`config.mk`:
```
export PLATFORM = sky130hd
export DESIGN_NAME = pc_unit
export DESIGN_NICKNAME = d
export VERILOG_FILES = /design/src/rtl/pc_pkg.sv /design/src/rtl/pc_vec_loader.sv /design/src/rtl/pc_unit.sv
export SDC_FILE = /design/constraint.sdc
export NUM_CORES = 1
export LEC_CHECK = 0
export CELL_PAD_IN_SITES_DETAIL_PLACEMENT = 0
export CELL_PAD_IN_SITES_GLOBAL_PLACEMENT = 1
export CORE_ASPECT_RATIO = 0.9
export CORE_MARGIN = 4
export CORE_UTILIZATION = 31
export CTS_CLUSTER_SIZE = 20
export DETAILED_ROUTE_END_ITERATION = 6
export PLACE_DENSITY_LB_ADDON = 0.1
export SLEW_MARGIN = 20
export SYNTH_ARGS = -nofsm -noshare
export SYNTH_HDL_FRONTEND = slang
export SYNTH_HIERARCHICAL = 1
export SYNTH_SLANG_ARGS = --single-unit
export TNS_END_PERCENT = 20
```
`constraint.sdc`:
```
create_clock -name clk -period 7.5 [get_ports clk]
set_clock_uncertainty 0.15 [all_clocks]
set_input_delay 2.25 -clock clk [delete_from_list [all_inputs] [get_ports clk]]
set_output_delay 2.25 -clock clk [all_outputs]
set_load 0.05 [all_outputs]
```
`src/rtl/pc_pkg.sv`:
```
// Shared definitions for the program-counter unit: FSM state type and the
// default geometry / vector locations.
package pc_pkg;

   localparam int unsigned PC_ADDR_W = 32;
   localparam int unsigned PC_WORD_W = 16;

   localparam logic [31:0] PC_RESET_VEC_ADDR = 32'h0000_0000;
   localparam logic [31:0] PC_INT_VEC_ADDR   = 32'h0000_0002;

   typedef enum logic [2:0] {
      RST_HI,
      RST_LO,
      RUN,
      INT_HI,
      INT_LO
   } pc_state_t;

endpackage

```
`src/rtl/pc_vec_loader.sv`:
```
// Two-word (HI then LO) vector fetch datapath shared by the reset and
// interrupt paths: drives the read request and merges returned words into the PC.
module pc_vec_loader
   import pc_pkg::*;
#(
   parameter int unsigned           ADDR_W         = PC_ADDR_W,
   parameter int unsigned           WORD_W         = PC_WORD_W,
   parameter logic [ADDR_W-1:0]     RESET_VEC_ADDR = ADDR_W'(PC_RESET_VEC_ADDR),
   parameter logic [ADDR_W-1:0]     INT_VEC_ADDR   = ADDR_W'(PC_INT_VEC_ADDR)
) (
   input  logic              active,
   input  logic              lo_phase,
   input  logic              int_path,
   input  logic              mem_valid,
   input  logic [WORD_W-1:0] mem_data,
   input  logic [ADDR_W-1:0] cur_pc,
   output logic              mem_rd,
   output logic [ADDR_W-1:0] mem_addr,
   output logic              advance,
   output logic [ADDR_W-1:0] load_pc
);

   logic [ADDR_W-1:0] base_addr;

   assign base_addr = int_path ? INT_VEC_ADDR : RESET_VEC_ADDR;

   always_comb begin
      mem_rd   = 1'b0;
      mem_addr = '0;
      advance  = 1'b0;
      load_pc  = cur_pc;
      if (active) begin
         mem_rd   = 1'b1;
         mem_addr = base_addr + ADDR_W'(lo_phase);
         advance  = mem_valid;
         // The half not being written is kept from the current PC, so the
         // HI word survives in the PC register until the LO word arrives.
         if (mem_valid) begin
            if (lo_phase) begin
               load_pc = {cur_pc[ADDR_W-1:WORD_W], mem_data};
            end else begin
               load_pc = {mem_data, cur_pc[WORD_W-1:0]};
            end
         end
      end
   end

endmodule

```
`src/rtl/pc_unit.sv`:
```
// Program-counter unit: loads the reset/interrupt vectors from memory, then
// sequences the fetch PC with redirect, stall and interrupt handling.
module pc_unit
   import pc_pkg::*;
#(
   parameter int unsigned           ADDR_W         = PC_ADDR_W,
   parameter int unsigned           WORD_W         = PC_WORD_W,
   parameter logic [ADDR_W-1:0]     RESET_VEC_ADDR = ADDR_W'(PC_RESET_VEC_ADDR),
   parameter logic [ADDR_W-1:0]     INT_VEC_ADDR   = ADDR_W'(PC_INT_VEC_ADDR)
) (
   input  logic              clk,
   input  logic              rst,
   input  logic              stall,
   input  logic              instr_len2,
   input  logic              redirect,
   input  logic [ADDR_W-1:0] redirect_pc,
   input  logic              int_req,
   input  logic [WORD_W-1:0] mem_data,
   input  logic              mem_valid,
   output logic              mem_rd,
   output logic [ADDR_W-1:0] mem_addr,
   output logic [ADDR_W-1:0] pc,
   output logic              pc_valid,
   output logic              int_ack,
   output logic [ADDR_W-1:0] saved_pc
);

   if (ADDR_W != 2 * WORD_W) begin : g_width_check
      $error("pc_unit: ADDR_W must equal 2*WORD_W");
   end

   pc_state_t         state;
   pc_state_t         state_next;
   logic [ADDR_W-1:0] pc_next;
   logic [ADDR_W-1:0] saved_next;
   logic [ADDR_W-1:0] pc_incr;
   logic              vec_active;
   logic              vec_lo;
   logic              vec_int;
   logic              vec_advance;
   logic [ADDR_W-1:0] vec_pc;

   assign vec_active = (state != RUN);
   assign vec_lo     = (state == RST_LO) || (state == INT_LO);
   assign vec_int    = (state == INT_HI) || (state == INT_LO);
   assign pc_valid   = (state == RUN);
   assign pc_incr    = pc + (instr_len2 ? ADDR_W'(2) : ADDR_W'(1));

   pc_vec_loader #(
      .ADDR_W         (ADDR_W),
      .WORD_W         (WORD_W),
      .RESET_VEC_ADDR (RESET_VEC_ADDR),
      .INT_VEC_ADDR   (INT_VEC_ADDR)
   ) u_vec_loader (
      .active    (vec_active),
      .lo_phase  (vec_lo),
      .int_path  (vec_int),
      .mem_valid (mem_valid),
      .mem_data  (mem_data),
      .cur_pc    (pc),
      .mem_rd    (mem_rd),
      .mem_addr  (mem_addr),
      .advance   (vec_advance),
      .load_pc   (vec_pc)
   );

   always_ff @(posedge clk or negedge rst) begin
      if (!rst) begin
         state    <= RST_HI;
         pc       <= '0;
         saved_pc <= '0;
      end else begin
         state    <= state_next;
         pc       <= pc_next;
         saved_pc <= saved_next;
      end
   end

   always_comb begin
      state_next = state;
      pc_next    = pc;
      saved_next = saved_pc;
      int_ack    = 1'b0;
      unique case (state)
         RST_HI: begin
            pc_next = vec_pc;
            if (vec_advance) state_next = RST_LO;
         end
         RST_LO: begin
            pc_next = vec_pc;
            if (vec_advance) state_next = RUN;
         end
         INT_HI: begin
            pc_next = vec_pc;
            if (vec_advance) state_next = INT_LO;
         end
         INT_LO: begin
            pc_next = vec_pc;
            if (vec_advance) state_next = RUN;
         end
         RUN: begin
            // Accept captures where execution would have continued; the PC
            // itself is about to be replaced by the interrupt vector.
            if (int_req && !stall) begin
               int_ack    = 1'b1;
               saved_next = redirect ? redirect_pc : pc_incr;
               state_next = INT_HI;
            end else if (redirect) begin
               pc_next = redirect_pc;
            end else if (!stall) begin
               pc_next = pc_incr;
            end
         end
         default: begin
            state_next = RST_HI;
         end
      endcase
   end

endmodule

```
==> results of run 1 <==
==> worst register-to-register path: stages (launching register included) <==
cell and delay [ns]:
dfrtp_1 0.40, ha_1 0.21, inv_1 0.06, fa_1 0.41
nand3b_1 0.34, or4_4 0.69, o31a_1 0.34, o31ai_1 0.27
o221ai_1 0.14
==> Yosys cell counts, drive strengths merged, types with 3 or more instances <==
| cell type | count |
|---|---|
| a221o | 5 |
| buf | 48 |
| a31oi | 4 |
| nor4 | 10 |
| or4 | 4 |
| xor2 | 4 |
| xnor2 | 10 |
| mux2i | 11 |
| o2bb2ai | 3 |
| nand4 | 9 |
| o21a | 4 |
| nand2b | 10 |
| nor2 | 25 |
| and4 | 4 |
| inv | 9 |
| a221oi | 4 |
| dfrtp | 67 |
| nor2b | 11 |
| nand3b | 3 |
| and3 | 12 |
| o31a | 4 |
| nand2 | 59 |
| o41ai | 6 |
| a21oi | 14 |
| a211oi | 3 |
| nor3 | 12 |
| o211ai | 14 |
| o31ai | 12 |
| nand3 | 22 |
| and2 | 6 |
| o21ai | 38 |
| clkbuf | 22 |
| mux2 | 41 |
==> kinds of logic (layout without fill, tap and decap cells) <==
logic type / count (synthesis) / in the layout / synth area share
and+or+nand+nor: 193 / 193 / 0.215
DFF: 67 / 67 / 0.343
AOI/OAI and AO/OA: 127 / 127 / 0.180
other: 1 / 30 / 0.000768
buffers and inverters: 80 / 158 / 0.0945
adders and majority gates: 3 / 3 / 0.00922
xor gates and xnor gates: 14 / 14 / 0.0251
muxes: 52 / 52 / 0.132
==> per-layer routing <==
layer | wire, um | global-route usage
met1 | 8330 | 0.282
met2 | 7190 | 0.278
met3 | 1070 | 0.0419
met4 | 199 | 0.0410
met5 | 0 | 0
==> report_power, final <==
group          total (mW)  internal [mW]  switching [mW]  leakage [nW]
sequential          0.792          0.540           0.252         0.830
clock               0.494          0.324           0.170         0.162
combinational        2.08          0.799            1.28          1.73
==> state kept, by name, summed over array words and instances (netlist names) <==
name / count
pc: 32
saved_pc: 32
state: 3
==> cells in the final DEF (no fill, tap or decap), types with 4 or more instances in the layout <==
master	Yosys	layout
mux2_4	20	20
clkbuf_16	0	9
buf_4	32	11
xnor2_1	10	10
xor2_1	4	4
o31a_1	4	4
and4_1	4	4
conb_1	1	30
nor2_1	25	25
nand4_1	9	9
nand2_1	59	59
clkdlybuf4s50_1	0	120
a221o_1	5	5
inv_1	9	9
and3_1	12	12
o41ai_1	4	4
dfrtp_1	67	67
o211ai_1	14	14
nor3_1	11	11
o21ai_0	38	38
nand3_1	20	20
nor4_1	9	9
o21a_1	4	4
nor2b_1	11	11
a221oi_1	4	4
a21oi_1	14	14
o31ai_1	12	12
a31oi_1	4	4
mux2i_1	11	11
mux2_2	21	21
nand2b_1	10	10
==> worst paths after layout <==
path	from	slack, ns	end	depth (start not counted)
worst max-delay path	stall	1.51	int_ack	6
worst min-delay path	saved_pc[6]$_DFFE_PN0P_	0.33	saved_pc[6]$_DFFE_PN0P_	2
worst max register to register	pc[0]$_DFFE_PN0P_	4.35	pc[30]$_DFFE_PN0P_	8
worst min register to register	saved_pc[6]$_DFFE_PN0P_	0.33	saved_pc[6]$_DFFE_PN0P_	2
max in group asynchronous	rst	4.62	pc[24]$_DFFE_PN0P_	2
min in group asynchronous	rst	1.98	saved_pc[0]$_DFFE_PN0P_	2
==> cell type report <==
| cell class | count | area (um^2) |
|---|---|---|
| fill | 1510 | 8980 |
| sequential | 67 | 1680 |
| multi-input combinational | 419 | 2860 |
| clock buffer | 9 | 225 |
| tap | 202 | 253 |
| clock inverter | 6 | 115 |
| timing repair buffer | 133 | 1290 |
| inverter | 10 | 37.5 |
==> results.py, run 1 <==
metrics = {
    "placement": {
        "placed_area_um2": 6120,
        "post-dp-hpwl_mm": 11.8,
        "dp_cells": 831,
        "place_ws_ns": 1.51,
        "routabilityCongestion": 0.779,
        "io_buffers": 123,
    },
    "clock_tree": {
        "cts_buffer_depth": 2,
        "cts_tree": "yes",
        "cts.clk_slew.worst_paths_ns": 0.05,
        "cts_setup_buffers": 0,
        "htree_levels": 3,
        "clock_latency_ns": 0.34,
        "ctsHoldBuffers": 0,
        "cts_buffers": 9,
        "cts.sinks": 67,
        "clock-root-buffer": "clkbuf_16",
        "cts-resized-gates": 0,
    },
    "power_and_ir_drop": {
        "fin_total_pwr_mw": 3.37,
        "power_density_nw_per_um2": 521,
        "peakVddDrop_mv": 0.192,
        "p_leak_nw": 2.72,
    },
    "worst_setup_path": {
        "crit_fanout": 11,
        "critPathRequiredTime_ns": 5.10,
        "cp_num_buf_inv": 4,
        "worst-setup-path-type": "input port to output port",
        "cp.arrival_ns": 3.59,
        "slowest_delay_ns": 0.41,
        "worstPathCellList": "clkdlybuf4s50_1 > nand2b_1 > or2_2 > inv_1 > buf_4 > buf_4",
        "path_delay_family": "buffers and inverters",
        "cp-start-kind": "input port",
        "cpMostUsedCell": "buf_4",
        "cp_slowest_cell": "clkdlybuf4s50_1",
        "cp-end-kind": "output port",
    },
    "timing": {
        "max_slew_margin": 0.353,
        "fin_crit_ns": 5.99,
        "finalHoldViolations": 0,
        "finalCritPeriodShare": 0.798,
        "finalMaxSlewViolations": 0,
        "setup_violations": 0,
        "rsz0062_at_grt": "no",
        "worst_slew_pin_slew_ns": 0.970,
        "fin_ws_ns": 1.51,
        "fmax_ghz": 0.167,
        "tns_ns": 0,
        "whs_ns": 0.327,
    },
    "synth": {
        "synth-edff-count": 0,
        "async_reset_ff_frac": 1.00,
        "ys_warn_count": 6,
        "ys_ff_latch": 67,
        "yosysUniqueCellTypes": 63,
        "synth.avg_cell_area_um2": 9.10,
        "yosys-top-cells-area": "dfrtp_1 34%, mux2_4 6.1%, buf_4 4.9%",
        "netlist_area_um2": 4880,
        "synth_top_cell_area_share": 0.343,
        "syn_inst": 537,
        "yosysTopAreaCell": "dfrtp_1",
        "yosys_most_used_dff": "dfrtp_1",
        "yosysSeqAreaShare": 0.343,
    },
    "drt": {
        "drtPass1Iterations": 5,
        "via_per_inst": 5.26,
        "ant_nets": 0,
        "drc": 0,
        "dr_total_vias": 4450,
        "wl_mm": 16.8,
        "wl_per_cell_um": 19.8,
        "drt_iter0_drc": 252,
    },
    "global_routing": {
        "antenna_found_initial": 0,
        "overflow": 0,
        "gr-usage-all-layers": 0.188,
        "grt_pass1_vias": 4287,
        "grt_max_degree": 68,
        "grt_first_pass_wirelength_mm": 26.2,
    },
    "finish": {
        "drive_gt1_frac": 0.132,
        "area_delta_synth_final_pct": 32.3,
        "final_util": 0.419,
        "nNetsFinal": 698,
        "finalInstanceArea_um2": 6460,
        "final_cells": 846,
        "diodes": 0,
    },
    "floorplan": {
        "start_util": 0.316,
        "fp.dieH_um": 127,
        "die_w_um": 140,
        "num_rows": 43,
        "ios": 154,
        "core_um2": 15400,
        "die-area_um2": 17800,
    },
    "min_path": {
        "hp-class": "flop to flop",
    },
    "run_status": {
        "status": "completed",
    },
    "job": {
        "cap_violations": 0,
    },
}
(Power assumes the default switching activity.)
==> run 2, diff against run 1 <==
clock period = 5.7 ns   (was 7.5 ns; I/O delays follow)
==> run 2 against run 1 <==
First-iteration DRC count is 40% higher. Die area stayed put. Via count is 1.4% higher. Sequential share of layout area is 0.21 points higher. Global-route usage is 0.44 points higher. Cell count is 0.24% higher. Critical path depth is 1 lower. Critical path type unchanged. Largest cell class unchanged.
==> results.py, run 2 (same netlist as run 1, synthesis figures left out) <==
metrics = {
    "run_status": {
        "status": "completed",
    },
    "timing": {
        "max_slew_margin": 0.341,
        "tns_ns": 0,
        "finalCritPeriodShare": 0.835,
        "fin_ws_ns": 0.940,
        "setup_violations": 0,
        "fin_crit_ns": 4.76,
        "whs_ns": 0.324,
        "rsz0062_at_grt": "no",
        "finalMaxSlewViolations": 0,
        "worst_slew_pin_slew_ns": 0.979,
        "fmax_ghz": 0.210,
        "finalHoldViolations": 0,
    },
    "finish": {
        "drive_gt1_frac": 0.132,
        "final_util": 0.415,
        "nNetsFinal": 700,
        "final_common_cell": "clkdlybuf4s50_1",
        "layout_common_cells": "120 x clkdlybuf4s50_1, 67 x dfrtp_1, 59 x nand2_1",
        "area_delta_synth_final_pct": 31.3,
        "diodes": 0,
        "reg.largest.list": "pc x32, saved_pc x32, state x3",
        "finalInstanceArea_um2": 6410,
    },
    "drt": {
        "ant_nets": 0,
        "wl_mm": 17.4,
        "drc": 0,
        "drt_iter0_drc": 354,
        "wl_per_cell_um": 20.5,
        "dr_total_vias": 4514,
        "drtPass1Iterations": 5,
        "via_per_inst": 5.32,
    },
    "worst_setup_path": {
        "crit_fanout": 3,
        "worst-setup-path-type": "input port to output port",
        "r2r_setup_slack_ns": 2.53,
        "cp-start-kind": "input port",
        "critPathRequiredTime_ns": 3.84,
        "cp.arrival_ns": 2.90,
        "cp-end-kind": "output port",
    },
    "min_path": {
        "hp-class": "flop to flop",
    },
    "global_routing": {
        "gr-usage-all-layers": 0.193,
        "antenna_found_initial": 0,
        "overflow": 0,
        "grt_max_degree": 50,
        "grt_first_pass_wirelength_mm": 26.9,
        "grt_pass1_vias": 4435,
    },
    "placement": {
        "post-dp-hpwl_mm": 12.3,
        "place_ws_ns": 0.712,
        "routabilityCongestion": 0.834,
        "placed_area_um2": 6150,
        "io_buffers": 123,
    },
    "clock_tree": {
        "cts_setup_buffers": 0,
        "cts_tree": "yes",
        "cts.clk_slew.worst_paths_ns": 0.05,
        "clock-root-buffer": "clkbuf_16",
        "ctsHoldBuffers": 0,
        "cts.sinks": 67,
        "cts_buffers": 9,
        "htree_levels": 3,
        "cts_buffer_depth": 2,
        "cts-resized-gates": 0,
        "clock_latency_ns": 0.34,
    },
    "power_and_ir_drop": {
        "p_clk_frac": 0.118,
        "p_leak_nw": 2.70,
        "pwr-share-seq": 0.244,
        "pwr-share-comb": 0.638,
        "switchingPower_mw": 2.25,
        "peakVddDrop_mv": 0.290,
        "power_density_nw_per_um2": 675,
        "internal_power_mw": 2.08,
        "p_sw_frac": 0.520,
    },
    "floorplan": {
        "core_um2": 15400,
        "die-area_um2": 17800,
        "num_rows": 43,
        "fp.dieH_um": 127,
        "die_w_um": 140,
        "start_util": 0.316,
        "ios": 154,
    },
    "job": {
        "cap_violations": 0,
    },
}
run 2: metrics by stage:
stage | power (mW) | std cells
detailed placement | 3.82 | 833
global route | 4.59 | 848
CTS | 4.35 | 848
global placement | 3.79 | 833
floorplan | 2.95 | 566
finish | 4.32 | 848
run 2: worst max-delay path: stages:
cell and delay [ns]:
clkdlybuf4s50_1 0.42, nand2b_1 0.18, or2_2 0.30, inv_1 0.14, buf_12 0.15
run 2: area by class of cell:
type | instances | area, um^2
Sequential cell | 67 | 1680
Timing Repair Buffer | 135 | 1320
Clock inverter | 3 | 15.0
Clock buffer | 12 | 246
Inverter | 10 | 37.5
Fill cell | 1525 | 9030
Tap cell | 202 | 253
Multi-Input combinational cell | 419 | 2860
run 2: per-layer routing:
layer | up-vias | track usage | part of all wire
li1 | 2124 | - | -
met1 | 2212 | 0.280 | 0.49
met2 | 167 | 0.291 | 0.44
met3 | 11 | 0.0468 | 0.066
met4 | 0 | 0.0427 | 0.0077
met5 | - | 0 | 0
run 2: path summary, 6_finish.rpt:
path | startpoint | end | depth (start not counted)
setup / recovery | stall | int_ack | 5
hold / removal | saved_pc[2]$_DFFE_PN0P_ | saved_pc[2]$_DFFE_PN0P_ | 2
setup reg to reg | state[2]$_DFFE_PN0P_ | pc[24]$_DFFE_PN0P_ | 8
hold reg to reg | saved_pc[2]$_DFFE_PN0P_ | saved_pc[2]$_DFFE_PN0P_ | 2
max in group asynchronous | rst | saved_pc[18]$_DFFE_PN0P_ | 2
min in group asynchronous | rst | saved_pc[0]$_DFFE_PN0P_ | 1
run 2: power by group through the flow:
stage          Clock, mW  Sequential (mW)  Combinational (mW)
4_1_cts            0.524             1.05                2.77
5_1_grt            0.544             1.10                2.94
6_report           0.510             1.05                2.76
3_5_place_dp           0             1.06                2.76
3_3_place_gp           0             1.05                2.74
2_1_floorplan          0             1.66                1.28
==> run 3, diff against run 2 <==
clock period = 4 ns   (was 5.7 ns; I/O delays follow)
==> run 3 against run 2 <==
Combinational power increased by 46%. Final area is 3.0% higher. Non-clock buffer count increased by 15. Cell count grew 1.9%. Register-to-register slack lost 1.5 ns. Sequential share of layout area fell by 0.75 points. Sequential power grew 43%. Utilization is 1.2 points higher. Setup slack got worse by 0.76 ns. Critical endpoint is now saved_pc[26]$_DFFE_PN0P_. Highest routed layer unchanged.
==> results.py, run 3 (same netlist as run 1, synthesis figures left out) <==
metrics = {
    "run_status": {
        "status": "completed",
    },
    "global_routing": {
        "overflow": 0,
        "grt_max_degree": 50,
        "grt_first_pass_wirelength_mm": 27.2,
        "grt_pass1_vias": 4478,
        "gr-usage-all-layers": 0.197,
        "antenna_found_initial": 0,
    },
    "timing": {
        "setup_violations": 0,
        "finalCritPeriodShare": 0.954,
        "finalHoldViolations": 0,
        "finalMaxSlewViolations": 0,
        "fmax_ghz": 0.262,
        "max_slew_margin": 0.433,
        "rsz0062_at_grt": "no",
        "fin_crit_ns": 3.82,
        "tns_ns": 0,
        "worst_slew_pin_slew_ns": 0.851,
        "fin_ws_ns": 0.182,
    },
    "power_and_ir_drop": {
        "fin_total_pwr_mw": 6.33,
        "p_leak_nw": 2.81,
        "peakVddDrop_mv": 0.463,
        "power_density_nw_per_um2": 959,
    },
    "finish": {
        "final_cells": 864,
        "final_common_cell": "clkdlybuf4s50_1",
        "diodes": 0,
        "reg.largest.list": "pc x32, saved_pc x32, state x3",
        "area_delta_synth_final_pct": 35.1,
        "drive_gt1_frac": 0.163,
        "nNetsFinal": 715,
        "layout_common_cells": "116 x clkdlybuf4s50_1, 67 x dfrtp_1, 59 x nand2_1",
    },
    "drt": {
        "met3WireLength_mm": 1.04,
        "drt_iter0_drc": 223,
        "drc": 0,
        "highest_layer": "met4",
        "via_per_inst": 5.22,
        "met2_length_mm": 7.74,
        "drtPass1Iterations": 5,
        "wl_per_cell_um": 20.4,
        "dr_total_vias": 4512,
        "wl_met1_mm": 8.68,
        "ant_nets": 0,
        "wl_mm": 17.6,
    },
    "worst_setup_path": {
        "crit_fanout": 11,
        "cp.arrival_ns": 3.87,
        "worst-setup-path-type": "input port to flop",
        "cp-end-kind": "flop",
        "critPathRequiredTime_ns": 4.05,
        "cp-start-kind": "input port",
    },
    "clock_tree": {
        "cts.sinks": 67,
        "clock-root-buffer": "clkbuf_16",
        "clock_latency_ns": 0.35,
        "cts.clk_slew.worst_paths_ns": 0.06,
        "cts_setup_buffers": 0,
        "cts_tree": "yes",
        "htree_levels": 3,
        "cts_buffer_depth": 2,
        "cts_buffers": 9,
    },
    "floorplan": {
        "ios": 154,
        "num_rows": 43,
        "start_util": 0.316,
        "core_um2": 15400,
        "die-area_um2": 17800,
        "die_w_um": 140,
        "fp.dieH_um": 127,
    },
    "placement": {
        "io_buffers": 123,
        "place_ws_ns": -0.191,
        "post-dp-hpwl_mm": 12.5,
        "dp_cells": 848,
        "routabilityCongestion": 0.835,
    },
    "min_path": {
        "hp-class": "flop to flop",
    },
    "job": {
        "cap_violations": 0,
    },
}
==> run 3: cell count changes in the layout (fill, tap and decap cells not counted) <==
cell             change
clkinv_4             +1
o31ai_1              -1
o31ai_2              +1
clkbuf_8             -1
clkdlybuf4s50_1      -4
bufinv_16            +1
clkbuf_1             -2
clkinvlp_4           +2
buf_12               +4
buf_4               +15
==> run 3: power by group <==
part / total [mW] / internal (mW) / switching [mW]
registers: 1.50 / 1.01 / 0.489
logic: 4.03 / 1.59 / 2.43
clock network: 0.803 / 0.480 / 0.323
total: 6.33 / 3.09 / 3.25
==> run 3: worst paths after layout <==
check | slack [ns] | cells after the start | from | end
hold reg to reg | 0.33 | 2 | saved_pc[23]$_DFFE_PN0P_ | saved_pc[23]$_DFFE_PN0P_
max in group asynchronous | 2.18 | 2 | rst | pc[29]$_DFFE_PN0P_
hold / removal | 0.33 | 2 | saved_pc[23]$_DFFE_PN0P_ | saved_pc[23]$_DFFE_PN0P_
setup / recovery | 0.18 | 9 | instr_len2 | saved_pc[26]$_DFFE_PN0P_
setup reg to reg | 0.99 | 10 | state[2]$_DFFE_PN0P_ | pc[24]$_DFFE_PN0P_
min in group asynchronous | 0.81 | 1 | rst | saved_pc[1]$_DFFE_PN0P_
==> run 3: critical path, stage by stage <==
cell	delay, ns
clkdlybuf4s50_1	0.48
inv_1	0.06
buf_4	0.14
fa_1	0.44
nand3b_1	0.20
or4_4	0.62
o31a_1	0.32
nor3_1	0.27
o31ai_1	0.13
==> run 3: timing repair <==
item / 4_1_cts / 5_1_grt
setup endpoints to repair: 0 / 1
hold buffers: 0 / 0
resized for setup: 0 / 1
==> run 3: metal layers <==
metal | up-vias | global-route usage
li1 | 2159 | -
met1 | 2202 | 0.284
met2 | 139 | 0.300
met3 | 12 | 0.0509
met4 | 0 | 0.0422
met5 | - | 0
==> run 3: through the flow <==
stage / utilization / hold slack [ns] / instance area [um^2]
final: 0.428 / 0.327 / 6600
after global routing: 0.428 / 0.360 / 6600
after CTS: 0.427 / 0.335 / 6600
after detailed placement: 0.408 / 0.322 / 6300
after global placement: 0.408 / 0.314 / 6300
after floorplan: - / 0.389 / 4990
==> run 3: layout make-up <==
cell class	count	area [um^2]
Inverter	10	37.5
Timing Repair Buffer	150	1470
Fill cell	1525	8840
Multi-Input combinational cell	419	2870
Sequential cell	67	1680
Clock inverter	7	68.8
Tap cell	202	253
Clock buffer	9	225
